$ cat src/rtl/mem_access_unit_pkg.sv
// Shared types and constants for the byte/word RAM access sequencer.
package mem_access_unit_pkg;

    localparam int ADDR_W = 8;
    localparam int BYTE_W = 8;
    localparam int WORD_W = 16;

    typedef enum logic [2:0] {
        IDLE = 3'd0,
        B0   = 3'd1,
        B1   = 3'd2,
        CAPT = 3'd3,
        RESP = 3'd4
    } state_t;

endpackage

$ cat src/rtl/mem_access_unit.sv
// Turns byte/word load-store requests into one or two single-port RAM byte
// cycles, absorbs the RAM's registered read latency and returns a response.
module mem_access_unit #(
    parameter int ADDR_W     = mem_access_unit_pkg::ADDR_W,
    parameter bit BIG_ENDIAN = 1'b0
) (
    input  logic                                    clk,
    input  logic                                    rst,
    input  logic                                    req_valid,
    output logic                                    req_ready,
    input  logic                                    req_we,
    input  logic                                    req_word,
    input  logic [ADDR_W-1:0]                       req_addr,
    input  logic [mem_access_unit_pkg::WORD_W-1:0]  req_wdata,
    output logic                                    rsp_valid,
    input  logic                                    rsp_ready,
    output logic [mem_access_unit_pkg::WORD_W-1:0]  rsp_rdata,
    output logic                                    busy,
    output logic                                    ram_we,
    output logic [ADDR_W-1:0]                       ram_addr,
    output logic [mem_access_unit_pkg::BYTE_W-1:0]  ram_wdata,
    input  logic [mem_access_unit_pkg::BYTE_W-1:0]  ram_rdata
);
    import mem_access_unit_pkg::*;

    state_t              state, state_nxt;
    logic                we_q, we_nxt;
    logic                word_q, word_nxt;
    logic [ADDR_W-1:0]   addr_q, addr_nxt;
    logic [BYTE_W-1:0]   byte1_q, byte1_nxt;
    logic                ram_we_nxt;
    logic [ADDR_W-1:0]   ram_addr_nxt;
    logic [BYTE_W-1:0]   ram_wdata_nxt;
    logic                rsp_valid_nxt;
    logic [WORD_W-1:0]   rsp_rdata_nxt;

    assign req_ready = (state == IDLE);
    assign busy      = !req_ready;

    always_comb begin
        state_nxt     = state;
        we_nxt        = we_q;
        word_nxt      = word_q;
        addr_nxt      = addr_q;
        byte1_nxt     = byte1_q;
        ram_we_nxt    = ram_we;
        ram_addr_nxt  = ram_addr;
        ram_wdata_nxt = ram_wdata;
        rsp_valid_nxt = rsp_valid;
        rsp_rdata_nxt = rsp_rdata;

        case (state)
            IDLE: begin
                if (req_valid) begin
                    we_nxt        = req_we;
                    word_nxt      = req_word;
                    addr_nxt      = req_addr;
                    ram_addr_nxt  = req_addr;
                    ram_we_nxt    = req_we;
                    ram_wdata_nxt = (req_word && BIG_ENDIAN) ? req_wdata[15:8] : req_wdata[7:0];
                    byte1_nxt     = BIG_ENDIAN ? req_wdata[7:0] : req_wdata[15:8];
                    rsp_rdata_nxt = '0;
                    state_nxt     = B0;
                end
            end
            B0: begin
                if (word_q) begin
                    // Address wraps naturally at the top of the RAM.
                    ram_addr_nxt  = addr_q + ADDR_W'(1);
                    ram_wdata_nxt = byte1_q;
                    state_nxt     = B1;
                end else begin
                    ram_we_nxt    = 1'b0;
                    state_nxt     = we_q ? RESP : CAPT;
                    rsp_valid_nxt = we_q;
                end
            end
            B1: begin
                if (!we_q) begin
                    if (BIG_ENDIAN) rsp_rdata_nxt[15:8] = ram_rdata;
                    else            rsp_rdata_nxt[7:0]  = ram_rdata;
                end
                ram_we_nxt    = 1'b0;
                state_nxt     = we_q ? RESP : CAPT;
                rsp_valid_nxt = we_q;
            end
            CAPT: begin
                if (!word_q)         rsp_rdata_nxt       = {8'h00, ram_rdata};
                else if (BIG_ENDIAN) rsp_rdata_nxt[7:0]  = ram_rdata;
                else                 rsp_rdata_nxt[15:8] = ram_rdata;
                rsp_valid_nxt = 1'b1;
                state_nxt     = RESP;
            end
            RESP: begin
                if (rsp_ready) begin
                    rsp_valid_nxt = 1'b0;
                    state_nxt     = IDLE;
                end
            end
            default: begin
                ram_we_nxt    = 1'b0;
                rsp_valid_nxt = 1'b0;
                state_nxt     = IDLE;
            end
        endcase
    end

    always_ff @(posedge clk) begin
        if (rst) begin
            state     <= IDLE;
            we_q      <= 1'b0;
            word_q    <= 1'b0;
            addr_q    <= '0;
            byte1_q   <= '0;
            ram_we    <= 1'b0;
            ram_addr  <= '0;
            ram_wdata <= '0;
            rsp_valid <= 1'b0;
            rsp_rdata <= '0;
        end else begin
            state     <= state_nxt;
            we_q      <= we_nxt;
            word_q    <= word_nxt;
            addr_q    <= addr_nxt;
            byte1_q   <= byte1_nxt;
            ram_we    <= ram_we_nxt;
            ram_addr  <= ram_addr_nxt;
            ram_wdata <= ram_wdata_nxt;
            rsp_valid <= rsp_valid_nxt;
            rsp_rdata <= rsp_rdata_nxt;
        end
    end

endmodule

$ cat config.mk
export PLATFORM = sky130hd
export DESIGN_NAME = mem_access_unit
export DESIGN_NICKNAME = d
export VERILOG_FILES = /design/src/rtl/mem_access_unit_pkg.sv /design/src/rtl/mem_access_unit.sv
export SDC_FILE = /design/constraint.sdc
export NUM_CORES = 1
export LEC_CHECK = 0
export BUFFER_PORTS_ARGS = -buffer_cell sky130_fd_sc_hd__clkbuf_2
export CAP_MARGIN = 20
export CORE_MARGIN = 8
export CORE_UTILIZATION = 51
export DETAILED_ROUTE_END_ITERATION = 6
export GPL_ROUTABILITY_DRIVEN = 0
export GPL_TIMING_DRIVEN = 0
export PLACE_DENSITY_LB_ADDON = 0.05
export SETUP_SLACK_MARGIN = 0.4
export SYNTH_ARGS = -nofsm -noshare
export SYNTH_HDL_FRONTEND = slang
export SYNTH_SLANG_ARGS = --single-unit
$ cat constraint.sdc
create_clock -name clk -period 2.2 [get_ports clk]
set_input_delay 0.22 -clock clk [delete_from_list [all_inputs] [get_ports clk]]
set_output_delay 0.22 -clock clk [all_outputs]
set_load 0.01 [all_outputs]
==> results of run 1 <==
-- flip-flops by register name (all words and copies together) (netlist names) --
signal / cells
rsp_rdata: 16
addr_q: 8
byte1_q: 8
ram_addr: 8
ram_wdata: 8
state: 3
ram_we: 1
rsp_valid: 1
we_q: 1
word_q: 1
-- how the worst max path moves through the flow --
stage | to | startpoint | slack (ns) | cells after the start
after global placement | ram_wdata[6] | state[2] | 0.37 | 5
final | ram_addr[0] | state[2] | 0.49 | 5
after CTS | ram_addr[0] | state[2] | 0.39 | 5
after floorplan | ram_addr[0] | state[2] | 0.64 | 5
after detailed placement | ram_wdata[5] | state[0] | 0.37 | 4
after global routing | ram_addr[4] | word_q | 0.41 | 6
-- metrics by stage --
stage                     cell area [um2]  total power (W)
after floorplan                      2400          0.00237
after global placement               2830          0.00281
after detailed placement             2830          0.00283
after CTS                            2960          0.00353
after global routing                 3010          0.00387
final                                3010          0.00359
-- timing repair --
action	in CTS	in global routing
setup buffers	0	3
pin swaps	0	0
setup endpoints to repair	20	28
resized for setup	3	14
-- logic make-up after synthesis --
family	synth area share, %
AO/OA/AOI/OAI	17.6
multiplexers	4.17
adder cells (fa/ha/maj)	0.521
XOR/XNOR	1.46
flip-flops	45.9
buffers and inverters	4.17
AND/OR/NAND/NOR	26.2
-- report_power, final --
group	switching, W	internal (W)
Clock	0.000324	0.000369
Sequential	0.000159	0.00122
Combinational	0.000888	0.000629
-- placed cells by master (no fill, tap or decap), types with 2 or more instances in the layout --
cell type / netlist / routed
dfxtp_1: 55 / 53
nand2_1: 68 / 68
dfxtp_2: 0 / 2
clkbuf_1: 12 / 7
nor2_1: 28 / 28
or3_1: 2 / 2
and2_1: 2 / 2
nor3b_4: 0 / 2
clkbuf_2: 0 / 78
nor3_1: 4 / 3
mux2i_1: 10 / 10
or3b_2: 2 / 2
o21ai_0: 4 / 4
xor2_1: 3 / 3
a31oi_1: 3 / 3
a21oi_1: 25 / 25
a311oi_1: 9 / 9
nand3_1: 4 / 4
clkbuf_8: 0 / 6
buf_2: 8 / 7
nand2b_1: 14 / 14
inv_1: 4 / 4
nor3_2: 2 / 2
buf_4: 0 / 3
a22oi_1: 10 / 10
a211o_1: 2 / 2
nand3b_1: 3 / 3
-- critical path: stages (launching register included) --
cell,delay (ns)
dfxtp_1,0.31
clkbuf_2,0.17
or3b_2,0.54
clkbuf_2,0.24
a211oi_1,0.26
nor3_1,0.06
-- per-layer routing --
layer	track usage (%)	routed length, um	vias up
met5	0	0	-
met1	20.4	2800	1032
met3	6.24	444	4
met4	4.05	49	0
li1	-	-	1180
met2	30.1	2870	66
-- area by class of cell --
cell class | count | area (um2) | area share, %
inverters | 4 | 15.0 | 0.499
clock inverters | 2 | 35.0 | 1.16
repair buffers | 76 | 388 | 12.9
multi-input cells | 214 | 1220 | 40.7
plain buffers | 20 | 93.8 | 3.12
well taps | 54 | 67.6 | 2.25
flip-flops and latches | 55 | 1100 | 36.7
clock buffers | 6 | 82.6 | 2.74
==> flow_metrics.env, run 1 <==
export IMPL_track_usage_pct=17.6
export IMPL_syn_area_um2=2400
export IMPL_async_reset_ff_share_pct=0
export IMPL_synth_cell_types=39
export IMPL_cts_max_path_buffers=2
export IMPL_ys_warn_count=0
export IMPL_cp_max_fo=10
export IMPL_port_buffers=73
export IMPL_clock_skew_ns=0.00419
export IMPL_fin_crit_sh_pct=77.7
export IMPL_drt_total_wl_mm=6.16
export IMPL_finalSetupViolCount=0
export IMPL_ys_flop_type="dfxtp_1"
export IMPL_syn_nets=332
export IMPL_cts_hold_buf=0
export IMPL_min_to="byte1_q[0]"
export IMPL_worstMarginPinSlew_ns=0.557
export IMPL_fill_cells=434
export IMPL_drc=0
export IMPL_slew_viol_final=0
export IMPL_vias=2282
export IMPL_antenna_found_initial=0
export IMPL_core_area_um2=4630
export IMPL_grt_ovfl_total=0
export IMPL_vdd_drop_max_mv=0.588
export IMPL_worstPathArrival_ns=1.89
export IMPL_yosys_area_top_type="dfxtp_1"
export IMPL_synth_top_area_share_pct=45.9
export IMPL_slew_headroom_pct=62.9
export IMPL_synth_edf_count=0
export IMPL_setup_tns_ns=0
export IMPL_dp_cells=420
export IMPL_htreeDepth=2
export IMPL_min_period_ns=1.71
export IMPL_area_growth_pct=25.4
export IMPL_required_ns=2.38
export IMPL_grt_first_pass_wirelength_mm=10.5
export IMPL_core_rowCount=25
export IMPL_hold_violations=0
export IMPL_reg2reg_depth=5
export IMPL_diodes=0
export IMPL_p_leak_nw=1.32
export IMPL_utilization_pct=65.0
export IMPL_r2r_end="ram_addr[0]"
export IMPL_clock_sinks=55
export IMPL_grt_pass1_vias=2295
export IMPL_reg2reg_slack_ns=0.49
export IMPL_end_kind="flop"
export IMPL_numCtsBuffers=5
export IMPL_ant_nets=0
export IMPL_drtIter0Drc=147
export IMPL_hold_depth=3
export IMPL_cp_start_kind="flop"
export IMPL_fmax_ghz=0.585
export IMPL_max_cap_viol_count=0
export IMPL_pwr_density_cell_nw_per_um2=1190
export IMPL_seq_area_frac_synth_pct=45.9
export IMPL_synth_most_common_cell="nand2_1"
export IMPL_setup_slack_ns=0.491
export IMPL_hpwlAfterDp_mm=4.53
export IMPL_vias_per_cell=5.29
export IMPL_start_util_pct=51.8
export IMPL_drive_gt1_share_pct=28.6
export IMPL_final_cells=431
export IMPL_routedWlPerCell_um=14.3
export IMPL_outcome="finished clean"
export IMPL_first_pass_iters=4
export IMPL_hold_worst_slack_ns=0.125
export IMPL_synth_avg_cell_area_um2=8.19
export IMPL_ys_top_cells_by_area="dfxtp_1, nand2_1, a21oi_1"
export IMPL_hold_class="primary input to flop"
export IMPL_cts_root_buffer="clkbuf_8"
export IMPL_grt_max_degree=17
export IMPL_pin_count=74
export IMPL_synth_common_cells="nand2_1, dfxtp_1, nor2_1"
export IMPL_preCtsSetupSlack_ns=0.371
export IMPL_dieArea_um2=7160
export IMPL_worstHoldStart="req_wdata[8]"
export IMPL_syn_inst=293
export IMPL_die_h_um=84.6
export IMPL_path_class="flop to flop"
export IMPL_rsz0062_at_grt="false"
export IMPL_tritoncts="built"
export IMPL_nNetsFinal=415
export IMPL_synth_seq_cells=55
export IMPL_die_w_um=84.6
export IMPL_insertion_delay_ns=0.30
export IMPL_worst_r2r_startpoint="state[2]"
export IMPL_cts_clk_slew_worst_paths_ns=0.10
(Power assumes the default switching activity.)
==> inputs of run 2 (changes only) <==
Clock period 2.2 ns to 1.7 ns, I/O delays scaled along.
==> flow_metrics.env, run 2 (same netlist as run 1, synthesis figures left out) <==
export IMPL_max_stage_delay_ns=0.37
export IMPL_routedWlPerCell_um=18.2
export IMPL_vias=2599
export IMPL_clock_sinks=55
export IMPL_htreeDepth=2
export IMPL_area_growth_pct=56.7
export IMPL_cts_clk_slew_worst_paths_ns=0.10
export IMPL_cts_max_path_buffers=2
export IMPL_fmax_ghz=0.632
export IMPL_track_usage_pct=21.6
export IMPL_cp_max_fo=5
export IMPL_rsz0062_at_grt="true"
export IMPL_cp_common_cell="buf_6"
export IMPL_min_period_ns=1.58
export IMPL_grt_pass1_vias=2663
export IMPL_finalSetupViolCount=0
export IMPL_dieArea_um2=7160
export IMPL_p_leak_nw=1.62
export IMPL_fin_crit_sh_pct=93.1
export IMPL_cts_root_buffer="clkbuf_8"
export IMPL_critical_path_top_delay_family="simple AND/OR/NAND/NOR gates"
export IMPL_preCtsSetupSlack_ns=0.127
export IMPL_die_w_um=84.6
export IMPL_worstHoldStart="req_wdata[11]"
export IMPL_drive_gt1_share_pct=48.8
export IMPL_core_rowCount=25
export IMPL_clock_skew_ns=0.00600
export IMPL_grt_ovfl_total=0
export IMPL_ant_nets=0
export IMPL_die_h_um=84.6
export IMPL_antenna_found_initial=0
export IMPL_largest_register_ffs=16
export IMPL_required_ns=1.92
export IMPL_grt_first_pass_wirelength_mm=12.7
export IMPL_critPathBufInv=3
export IMPL_cp_start_kind="flop"
export IMPL_setup_slack_ns=0.118
export IMPL_hold_violations=0
export IMPL_tritoncts="built"
export IMPL_start_util_pct=51.8
export IMPL_vias_per_cell=5.70
export IMPL_startpoint="state[1]"
export IMPL_diodes=0
export IMPL_worstPathArrival_ns=1.80
export IMPL_slew_headroom_pct=55.3
export IMPL_slew_viol_final=0
export IMPL_top_register="rsp_rdata"
export IMPL_setup_tns_ns=0
export IMPL_vdd_drop_max_mv=0.822
export IMPL_nNetsFinal=440
export IMPL_port_buffers=73
export IMPL_insertion_delay_ns=0.31
export IMPL_layout_commonest_cell="clkbuf_2"
export IMPL_layout_common_cells="clkbuf_2, dfxtp_1, nand2_1"
export IMPL_numCtsBuffers=5
export IMPL_worst_r2r_startpoint="state[1]"
export IMPL_drc=0
export IMPL_outcome="finished clean"
export IMPL_drtIter0Drc=194
export IMPL_grt_max_degree=18
export IMPL_drt_total_wl_mm=8.29
export IMPL_hold_class="primary input to flop"
export IMPL_path_class="flop to flop"
export IMPL_max_cap_viol_count=0
export IMPL_pwr_density_cell_nw_per_um2=1640
export IMPL_cp_cell_sequence="buf_6, nor3_4, and2_1, buf_6, buf_8, nand2_1, a21oi_1"
export IMPL_first_pass_iters=4
export IMPL_core_area_um2=4630
export IMPL_pin_count=74
export IMPL_worstMarginPinSlew_ns=0.670
export IMPL_cp_slowest_cell="dfxtp_4"
export IMPL_hpwlAfterDp_mm=4.68
export IMPL_end_kind="flop"
[run 2: changes by cell type in the layout (fill, tap and decap cells not counted), sizes merged]
cell      before  now
buf           10   37
bufinv         1    0
clkbuf        92   90
clkinvlp       0    1
[run 2: cell type report]
class	instances	area, um2
clock buffer	6	82.6
clock inverter	2	16.3
sequential	55	1110
fill	282	868
multi-input combinational	214	1540
inverter	4	15.0
tap	54	67.6
timing repair buffer	101	724
buffer	20	204
[run 2: timing repair]
| item | in CTS | in global routing |
|---|---|---|
| setup endpoints to repair | 49 | 57 |
| gates resized for setup | 71 | 47 |
| buffers inserted | 21 | 3 |
| gates cloned | 4 | 0 |
| pin swaps | 39 | 18 |
| hold buffers | 0 | 0 |
[run 2: path summary, 6_finish.rpt]
check | cells after the start | endpoint | slack [ns]
hold reg to reg | 2 | ram_addr[4] | 0.46
setup / recovery | 7 | addr_q[0] | 0.12
hold / removal | 3 | byte1_q[3] | 0.08
setup reg to reg | 7 | addr_q[0] | 0.12
[run 2: per-layer routing]
layer  GRT usage (%)  routed length, um
met3            6.63                614
met5               0                  0
met4            9.71                299
met1            23.2               3130
met2            37.8               4240
[run 2: worst register-to-register path, delay by kind of cell, from the launching register on]
family                 cells  cell delay [ns]
flip-flops                 1             0.37
buffers and inverters      3             0.38
AND/OR/NAND/NOR            3             0.53
AO/OA/AOI/OAI              1             0.21
[run 2: through the flow]
stage	utilization (%)	area [um2]	instances	hold WS (ns)	total power (W)
2_1_floorplan	-	2500	293	0.306	0.00327
3_5_place_dp	63.3	2930	420	0.405	0.00390
3_3_place_gp	63.3	2930	420	0.395	0.00385
6_report	81.2	3760	456	0.0817	0.00618
4_1_cts	76.6	3550	453	0.0725	0.00570
5_1_grt	81.2	3760	456	0.0930	0.00647
[run 2: power breakdown]
group          total (W)  internal, W  switching, W
Sequential       0.00184      0.00159      0.000251
Combinational    0.00356      0.00181       0.00175
Clock           0.000773     0.000334      0.000439
Total            0.00618      0.00374       0.00244
